## src/rtl/morse_pkg.sv

```systemverilog
// Shared definitions for the morse game blocks: phase encodings, code width
// and the 2-bit symbol alphabet packed into each code.
package morse_pkg;

    localparam int CODE_W = 10;

    typedef enum logic [1:0] {
        PH_RECORD = 2'b00,
        PH_GUESS  = 2'b01,
        PH_DONE   = 2'b10
    } phase_e;

    localparam logic [1:0] MORSE_NONE = 2'b00;
    localparam logic [1:0] MORSE_DOT  = 2'b01;
    localparam logic [1:0] MORSE_LINE = 2'b11;

    // Equality over a full code; code 0 (all MORSE_NONE) is a legal, empty code.
    function automatic logic codes_equal(input logic [CODE_W-1:0] a,
                                         input logic [CODE_W-1:0] b);
        return (a == b);
    endfunction

endpackage

```

## src/rtl/code_ram.sv

```systemverilog
// Storage for player 1's code sequence: synchronous write, combinational read,
// so a code written at one edge is visible to the comparator the next cycle.
module code_ram #(
    parameter int DEPTH  = 16,
    parameter int ADDR_W = 4,
    parameter int CODE_W = 10
) (
    input  logic              clock,
    input  logic              wr_en,
    input  logic [ADDR_W-1:0] wr_addr,
    input  logic [CODE_W-1:0] wr_data,
    input  logic [ADDR_W-1:0] rd_addr,
    output logic [CODE_W-1:0] rd_data
);

    logic [CODE_W-1:0] mem_q [DEPTH];

    // Write port; contents are intentionally left uninitialised across resets.
    always_ff @(posedge clock) begin
        if (wr_en) begin
            mem_q[wr_addr] <= wr_data;
        end
    end

    assign rd_data = mem_q[rd_addr];

endmodule

```

## src/rtl/code_match.sv

```systemverilog
// Two-player morse code game core: records player 1's sequence, scores player 2's
// guesses position by position, and reports win or loss once every code is answered.
module code_match
    import morse_pkg::*;
#(
    parameter int DEPTH  = 16,
    parameter int ADDR_W = 4,
    parameter int CODE_W = morse_pkg::CODE_W
) (
    input  logic              clock,
    input  logic              reset,
    input  logic              p1_write,
    input  logic [CODE_W-1:0] p1_code,
    input  logic              p1_done,
    input  logic              p2_write,
    input  logic [CODE_W-1:0] p2_code,
    input  logic              restart,
    output logic [1:0]        phase,
    output logic [ADDR_W:0]   count,
    output logic [ADDR_W:0]   index,
    output logic              full,
    output logic              match,
    output logic              mismatch,
    output logic [ADDR_W:0]   score,
    output logic              win
);

    localparam logic [ADDR_W:0] DEPTH_C = (ADDR_W+1)'(DEPTH);
    localparam logic [ADDR_W:0] ZERO_C  = (ADDR_W+1)'(0);
    localparam logic [ADDR_W:0] ONE_C   = (ADDR_W+1)'(1);

    phase_e            phase_q;
    logic [ADDR_W:0]   count_q;
    logic [ADDR_W:0]   index_q;
    logic [ADDR_W:0]   score_q;
    logic              full_q;
    logic              match_q;
    logic              mismatch_q;
    logic              win_q;

    logic              p1_take_s;
    logic [ADDR_W:0]   count_d;
    logic [ADDR_W:0]   index_d;
    logic [ADDR_W:0]   score_d;
    logic              hit_s;
    logic [CODE_W-1:0] rd_data_s;

    code_ram #(
        .DEPTH  (DEPTH),
        .ADDR_W (ADDR_W),
        .CODE_W (CODE_W)
    ) u_ram (
        .clock   (clock),
        .wr_en   (p1_take_s),
        .wr_addr (count_q[ADDR_W-1:0]),
        .wr_data (p1_code),
        .rd_addr (index_q[ADDR_W-1:0]),
        .rd_data (rd_data_s)
    );

    // Write acceptance and the incremented counters the FSM commits. count_d
    // already includes a same-cycle write so p1_done can close a one-code round.
    always_comb begin
        p1_take_s = (phase_q == PH_RECORD) && p1_write && (count_q != DEPTH_C);
        count_d   = p1_take_s ? (count_q + ONE_C) : count_q;
        hit_s     = codes_equal(p2_code, rd_data_s);
        index_d   = index_q + ONE_C;
        score_d   = hit_s ? (score_q + ONE_C) : score_q;
    end

    // Phase FSM with registered counters, result pulses and win flag.
    always_ff @(posedge clock) begin
        if (reset) begin
            phase_q    <= PH_RECORD;
            count_q    <= ZERO_C;
            index_q    <= ZERO_C;
            score_q    <= ZERO_C;
            full_q     <= 1'b0;
            match_q    <= 1'b0;
            mismatch_q <= 1'b0;
            win_q      <= 1'b0;
        end else begin
            match_q    <= 1'b0;
            mismatch_q <= 1'b0;
            case (phase_q)
                PH_RECORD: begin
                    count_q <= count_d;
                    full_q  <= (count_d == DEPTH_C);
                    if (p1_done && (count_d != ZERO_C)) begin
                        phase_q <= PH_GUESS;
                        index_q <= ZERO_C;
                        score_q <= ZERO_C;
                    end
                end
                PH_GUESS: begin
                    if (p2_write) begin
                        match_q    <= hit_s;
                        mismatch_q <= !hit_s;
                        score_q    <= score_d;
                        index_q    <= index_d;
                        if (index_d == count_q) begin
                            phase_q <= PH_DONE;
                            win_q   <= (score_d == count_q);
                        end
                    end
                end
                PH_DONE: begin
                    if (restart) begin
                        phase_q <= PH_RECORD;
                        count_q <= ZERO_C;
                        index_q <= ZERO_C;
                        score_q <= ZERO_C;
                        full_q  <= 1'b0;
                        win_q   <= 1'b0;
                    end
                end
                default: begin
                    phase_q <= PH_RECORD;
                end
            endcase
        end
    end

    assign phase    = phase_q;
    assign count    = count_q;
    assign index    = index_q;
    assign score    = score_q;
    assign full     = full_q;
    assign match    = match_q;
    assign mismatch = mismatch_q;
    assign win      = win_q;

endmodule

```

## config.mk

```make
export PLATFORM = sky130hd
export DESIGN_NAME = code_match
export DESIGN_NICKNAME = d
export VERILOG_FILES = /design/src/rtl/morse_pkg.sv /design/src/rtl/code_ram.sv /design/src/rtl/code_match.sv
export SDC_FILE = /design/constraint.sdc
export NUM_CORES = 1
export LEC_CHECK = 0
export CORE_ASPECT_RATIO = 1.4
export CORE_MARGIN = 3
export CORE_UTILIZATION = 40
export CTS_CLUSTER_DIAMETER = 50
export CTS_CLUSTER_SIZE = 8
export DETAILED_ROUTE_END_ITERATION = 7
export PLACE_DENSITY = 0.67
export SYNTH_ARGS = -nofsm -noshare
export SYNTH_HDL_FRONTEND = slang
export SYNTH_HIERARCHICAL = 1
export SYNTH_SLANG_ARGS = --single-unit
```

## constraint.sdc

```tcl
create_clock -name clock -period 7.81 [get_ports clock]
set_input_delay 1.1715 -clock clock [delete_from_list [all_inputs] [get_ports clock]]
set_output_delay 1.1715 -clock clock [all_outputs]
set_load 0.05 [all_outputs]
```

* Yosys cells after proc, flatten, opt, wreduce, memory -nomap -nowiden
Memory sizes are Yosys's and may differ from the RTL's. A register that Yosys moved wholly into a read port is not among the register bits. Cells that the tools add are included.
Word-level totals: input bits 26, ROM bits 0, latch bits 0, output and inout port bits 21, logic and storage cells 62, register bits after elaboration 21, memories kept 1, bits in writable memories 160
Operators by class: magnitude comparators 0, multipliers 0, equal/unequal tests 11, reduce and logical (&&, ||, !) cells 14, shifts and indexed selects 0, add/subtract/negate cells 3, div/mod/pow operators 0, multiplexer cells 23, bitwise operators 2
Memories:
- u_ram.mem_q | words 16, width 10, read ports 1, clocked after Yosys merged registers in 1, write ports 1, line code_ram.sv:16 | logic [CODE_W-1:0] mem_q [DEPTH];
Operators by type and width (number):
- 2-to-1 mux 5 bit | 6
- one-hot mux 5 bit (3 select lines) | 2
- adder 5 x 1 -> 5 bit, second input constant | 3
- AND reduction 4 bit | 3
- == test 10 bit | 1
- == test 5 bit | 2
- one-hot mux 5 bit (2 select lines) | 1
- 2-to-1 mux 2 bit | 4
- 2-to-1 mux 4 bit | 2
- inequality test 2 bit, second input constant | 3
- one-hot mux 2 bit (3 select lines) | 1
- == test 5 bit, second input constant | 1
- 2-to-1 mux 1 bit | 5
- inequality test 5 bit, second input constant | 1
- nonzero test 5 bit | 1
- one-hot mux 1 bit (2 select lines) | 2
- nonzero test 2 bit | 2
- logical AND 1 bit | 3
- nonzero test 3 bit | 1
- OR reduction 3 bit | 1
- == test 2 x 1 -> 1 bit, second input constant | 1
- == test 2 bit, second input constant | 1
- zero test 2 bit | 1
- inequality test 2 x 1 -> 1 bit, second input constant | 1
- 3 further kinds | 4

* Longest topological paths before layout
word-level depth 10, gate-level depth with buffers 10, mapped depth without buffers 8

* By module
The synthesis kept the hierarchy.
By module, submodules not included:
- code_ram | seq. area each 4804.6 µm², area an instance 6153.4 µm², times used 1, cells an instance 269
- code_match | seq. area each 420.4 µm², area an instance 1582.8 µm², times used 1, cells an instance 183

* Worst setup path after synthesis
No wires, ideal clock.
path type input to register, start input p1_write, end memory u_ram.mem_q[0][0], enable pin, required time 7.420 ns, slack 4.439 ns, stages on the path 5, library setup time 0.390 ns, data arrival time 2.981 ns, cells stage by stage nor3b_1 > and2_2 > clkbuf_1 > or3b_1 > nor3_1
On the way: cells in the longest elaborated chain, start to end 4
Ends and longest elaborated chain:
- start: declaration | line code_match.sv:12 | input logic p1_write,
- logical AND 1 bit (2 in a row) | line code_match.sv:64 | p1_take_s = (phase_q == PH_RECORD) && p1_write && (count_q != DEPTH_C);
- named net p1_take_s | line code_match.sv:41 | logic p1_take_s;
- 2-to-1 mux 1 bit | line code_ram.sv:20 | if (wr_en) begin
- 2-to-1 mux 1 bit (implied by the code) | line code_ram.sv:21 | mem_q[wr_addr] <= wr_data;
- end: declaration | line code_ram.sv:16
The timed path passes the listed nets, and every way through them passes these cells.

* Worst setup path in the final report
start register index_q[0], in the netlist index[0], end register win_q, in the netlist win
On the way: cells in the longest elaborated chain, start to end 4
Ends and longest elaborated chain:
- start: declaration | line code_match.sv:34 | logic [ADDR_W:0] index_q;
- start signal: assignment | line code_match.sv:100 | index_q <= index_d;
- adder 5 x 1 -> 5 bit | line code_match.sv:67 | index_d = index_q + ONE_C;
- == test 5 bit | line code_match.sv:101 | if (index_d == count_q) begin
- inequality test 2 bit (no line)
- AND reduction 4 bit (no line)
- end signal: assignment | line code_match.sv:103 | win_q <= (score_d == count_q);
- end: declaration | line code_match.sv:39 | logic win_q;
No other way between the ends. A chain may end at the register's enable or synchronous reset.

==> metrics.txt <==
total track usage=between 10% and 20%; critical path class=flop to flop; max-slew violations=0; mux share of post-synthesis cell area=a little over an eighth; switching pwr=0.494 mW; CTS tree=done; Flop pwr share=50.2%; Die ar.=about 21000 sq um; worst rel slew slack=between 20% and 30%; routed wire length=between 15000 and 20000 um; vias per std cell=5.62; Die Wd=about 120 um; crit-path max FO=46; final worst-path cycle share=between 40% and 50%; fin nets=527; combinational power share=under 10%; number of synthesized flops with an enable pin=between 150 and 200; Reg2Reg Depth=9; CP peak stage delay=approximately 660 ps; post-route cell area=9030 sq um; H-Tree Depth=4; Port Buf Inserts=46; Post-DP HPWL=11000 um; largest family of logic cells by synthesized area=multiplexers; register area=between 5000 and 6000 sq um; Fill cells=between 1500 and 2000; first-pass GRT wire length=roughly 25000 um; PnR worst setup slack=4160 ps; number of iterations in the first detailed-routing pass=5; Yosys cell types=56; post-synthesis cell count=between 400 and 500; Async SR Flop Fraction=0%; Initial Util=about two fifths; Hold Path Stages=2; max cap viols=0; antenna violations before repair=0; Placed Instance Area=about 8400 sq um; Post-Synth XOR/XNOR Area=under 10%; total CTS buffers=17; pre-CTS WS=around 4000 ps; Hold Buf Count CTS=0; Peak Freq=~270 MHz; Leak=2.78 nW; RSZ-0062 raised after global routing=false; final setup vio count=0; GPL Wtd Cong=between 0.8 and 0.9; Main synth FF type=edfxtp_1; grt ovf=0; post-CTS setup repair buffer count=0; Internal Power=approximately 1.7 mW; Buf+Inv Stages, Crit Path=1; antenna-violating nets left=0; adder-cell share of the synthesized area=0.647%; WP depth=9; Setup TNS Final=0 ps; largest net degree at the start of global routing=47; Setup Skew=around 14 ps; Ys Warns=6; worst skew pair latency=approximately 430 ps; vias in the first global route=between 4000 and 5000; Clk pwr share=between 40% and 50%; syn_nets=just under 500; synthesized flop and latch total=181; data required time of the worst path=a little over 8000 ps; Slew @ Worst Pin=approximately 1100 ps; Max clock buf depth=2; # rows=slightly below 60; Vias=4235; Crit path max-delay family=multiplexers; Die H=about 170 um; CTS root buffer=clkbuf_16; Syn-to-layout area delta=16.8%; Worst Path Arrival=4010 ps; # clock sinks=about 180; power density over the cells=between 200 and 250 nW/um^2; Max VDD drop=about 0.15 mV; post-cts sizing count=0; synthesized area per cell=approximately 17 sq um; CP startpoint kind=flop; compound-cell area share of the yosys netlist=around 6%; Post-Synthesis Cell Area=between 7000 and 8000 sq um; sequential fraction of the synthesis area=67.5%; layout cells sized above 1=between 15 and 20%; Worst-path clk slew=about 70 ps; Core ar.=~19000 sq um; status=finished, final reports clean; DR iter-0 viols=between 300 and 400; total chip power=~2.2 mW; DRC viols=0; min cycle time layout=roughly 3700 ps; multi-input logic area=between 2000 and 2500 sq um; Top Ports=47; Routed WL per cell=approximately 22 um; crit end category=flop; HP Class=flop to flop; final hold viol count=0; diodes inserted=0; critical path, cell by cell=buf_4, mux4_1, a22oi_1, nand2_1, xnor2_1, nand4_1, nor3_1, mux2_2, mux2i_1; Simple-Gate Fraction of Synth Area=slightly above 7%; switching share of total power=between 20% and 30%; Slowest cell on crit path=mux4_1
==> state kept, by name, summed over array words and instances (netlist names) <==
signal / count
count: 5
full: 1
index: 5
match: 1
mismatch: 1
phase: 2
score: 5
u_ram/mem_q: 160
win: 1
==> worst paths after layout <==
check                          end             startpoint  slack [ps]
hold reg to reg   win$_SDFFE_PP0P_       win$_SDFFE_PP0P_         480
setup reg to reg  win$_SDFFE_PP0P_  index[0]$_SDFFE_PP0P_        4160
setup / recovery  win$_SDFFE_PP0P_  index[0]$_SDFFE_PP0P_        4160
hold / removal    win$_SDFFE_PP0P_       win$_SDFFE_PP0P_         480
==> layout by cell type, fill, tap and decap left out, types with 4 or more instances in the layout <==
| cell | netlist | layout |
|---|---|---|
| nand2b_1 | 10 | 10 |
| nor2_1 | 27 | 27 |
| ha_1 | 4 | 4 |
| nor2b_1 | 10 | 10 |
| clkdlybuf4s50_1 | 0 | 46 |
| nand4_1 | 4 | 4 |
| buf_4 | 2 | 6 |
| mux4_2 | 28 | 28 |
| a21oi_1 | 4 | 4 |
| edfxtp_1 | 160 | 160 |
| nor4_1 | 5 | 5 |
| clkbuf_16 | 0 | 17 |
| nor3b_1 | 4 | 4 |
| xnor2_1 | 22 | 22 |
| nand2_1 | 18 | 18 |
| inv_6 | 0 | 4 |
| nand3_1 | 7 | 7 |
| a22oi_1 | 24 | 24 |
| nand3b_1 | 4 | 4 |
| mux2i_1 | 6 | 6 |
| inv_1 | 4 | 4 |
| dfxtp_1 | 21 | 19 |
| mux4_1 | 12 | 12 |
| xor2_1 | 7 | 7 |
| nor3_1 | 8 | 8 |
==> power groups by stage <==
stage | combinational, mW | clock (mW) | sequential, mW
6_report | 0.171 | 0.901 | 1.08
5_1_grt | 0.186 | 0.957 | 1.08
4_1_cts | 0.173 | 0.923 | 1.08
3_5_place_dp | 0.173 | 0 | 1.10
3_3_place_gp | 0.169 | 0 | 1.10
2_1_floorplan | 0.112 | 0 | 1.10
==> final cells by class <==
class                   count  area share, %
flip-flops and latches    181           57.9
clock buffers              17           4.71
repair buffers             52           5.60
clock inverters            15           2.30
inverters                   4          0.166
well taps                 244           3.38
multi-input cells         241           26.0
==> cells by family (layout without fill, tap and decap cells) <==
kind of cell / Yosys count / after routing
buf+inv: 30 / 88
fa+ha+maj: 4 / 4
simple gates: 106 / 106
xor+xnor: 29 / 29
mux: 47 / 47
flops: 181 / 181
compound gates: 55 / 55
==> layer usage <==
layer / part of all wire, % / global-route usage, % / vias to the layer above
met1: 39 / 20.9 / 2163
met4: 2.4 / 7.86 / 0
met3: 5.9 / 3.54 / 25
met5: 0 / 0 / -
met2: 52 / 27.0 / 146
li1: - / - / 1901
==> worst min-delay path, stage by stage, from the launching register on <==
cell	delay, ps
dfxtp_1	310
nand2b_1	60
mux2i_1	60
==> cells in the mapped netlist, types with 8 or more instances <==
master | n | area share, %
mux4_2 | 28 | 8.2
clkbuf_1 | 10 | 0.49
a22oi_1 | 24 | 2.3
nor3_1 | 8 | 0.52
nand2b_1 | 10 | 0.81
nand2_1 | 18 | 0.87
nor2_1 | 27 | 1.3
edfxtp_1 | 160 | 62
dfxtp_1 | 21 | 5.4
nor2b_1 | 10 | 0.81
xnor2_1 | 22 | 2.5
mux4_1 | 12 | 4.1
==> stage by stage <==
| stage | cells | hold WS, ps | util, % |
|---|---|---|---|
| floorplan | 452 | 696 | - |
| global placement | 722 | 473 | 44.6 |
| detailed placement | 722 | 476 | 44.6 |
| finish | 754 | 484 | 48.0 |
| global route | 754 | 506 | 48.0 |
| CTS | 754 | 488 | 48.0 |
No activity file was read; power rests on OpenSTA's default activity.
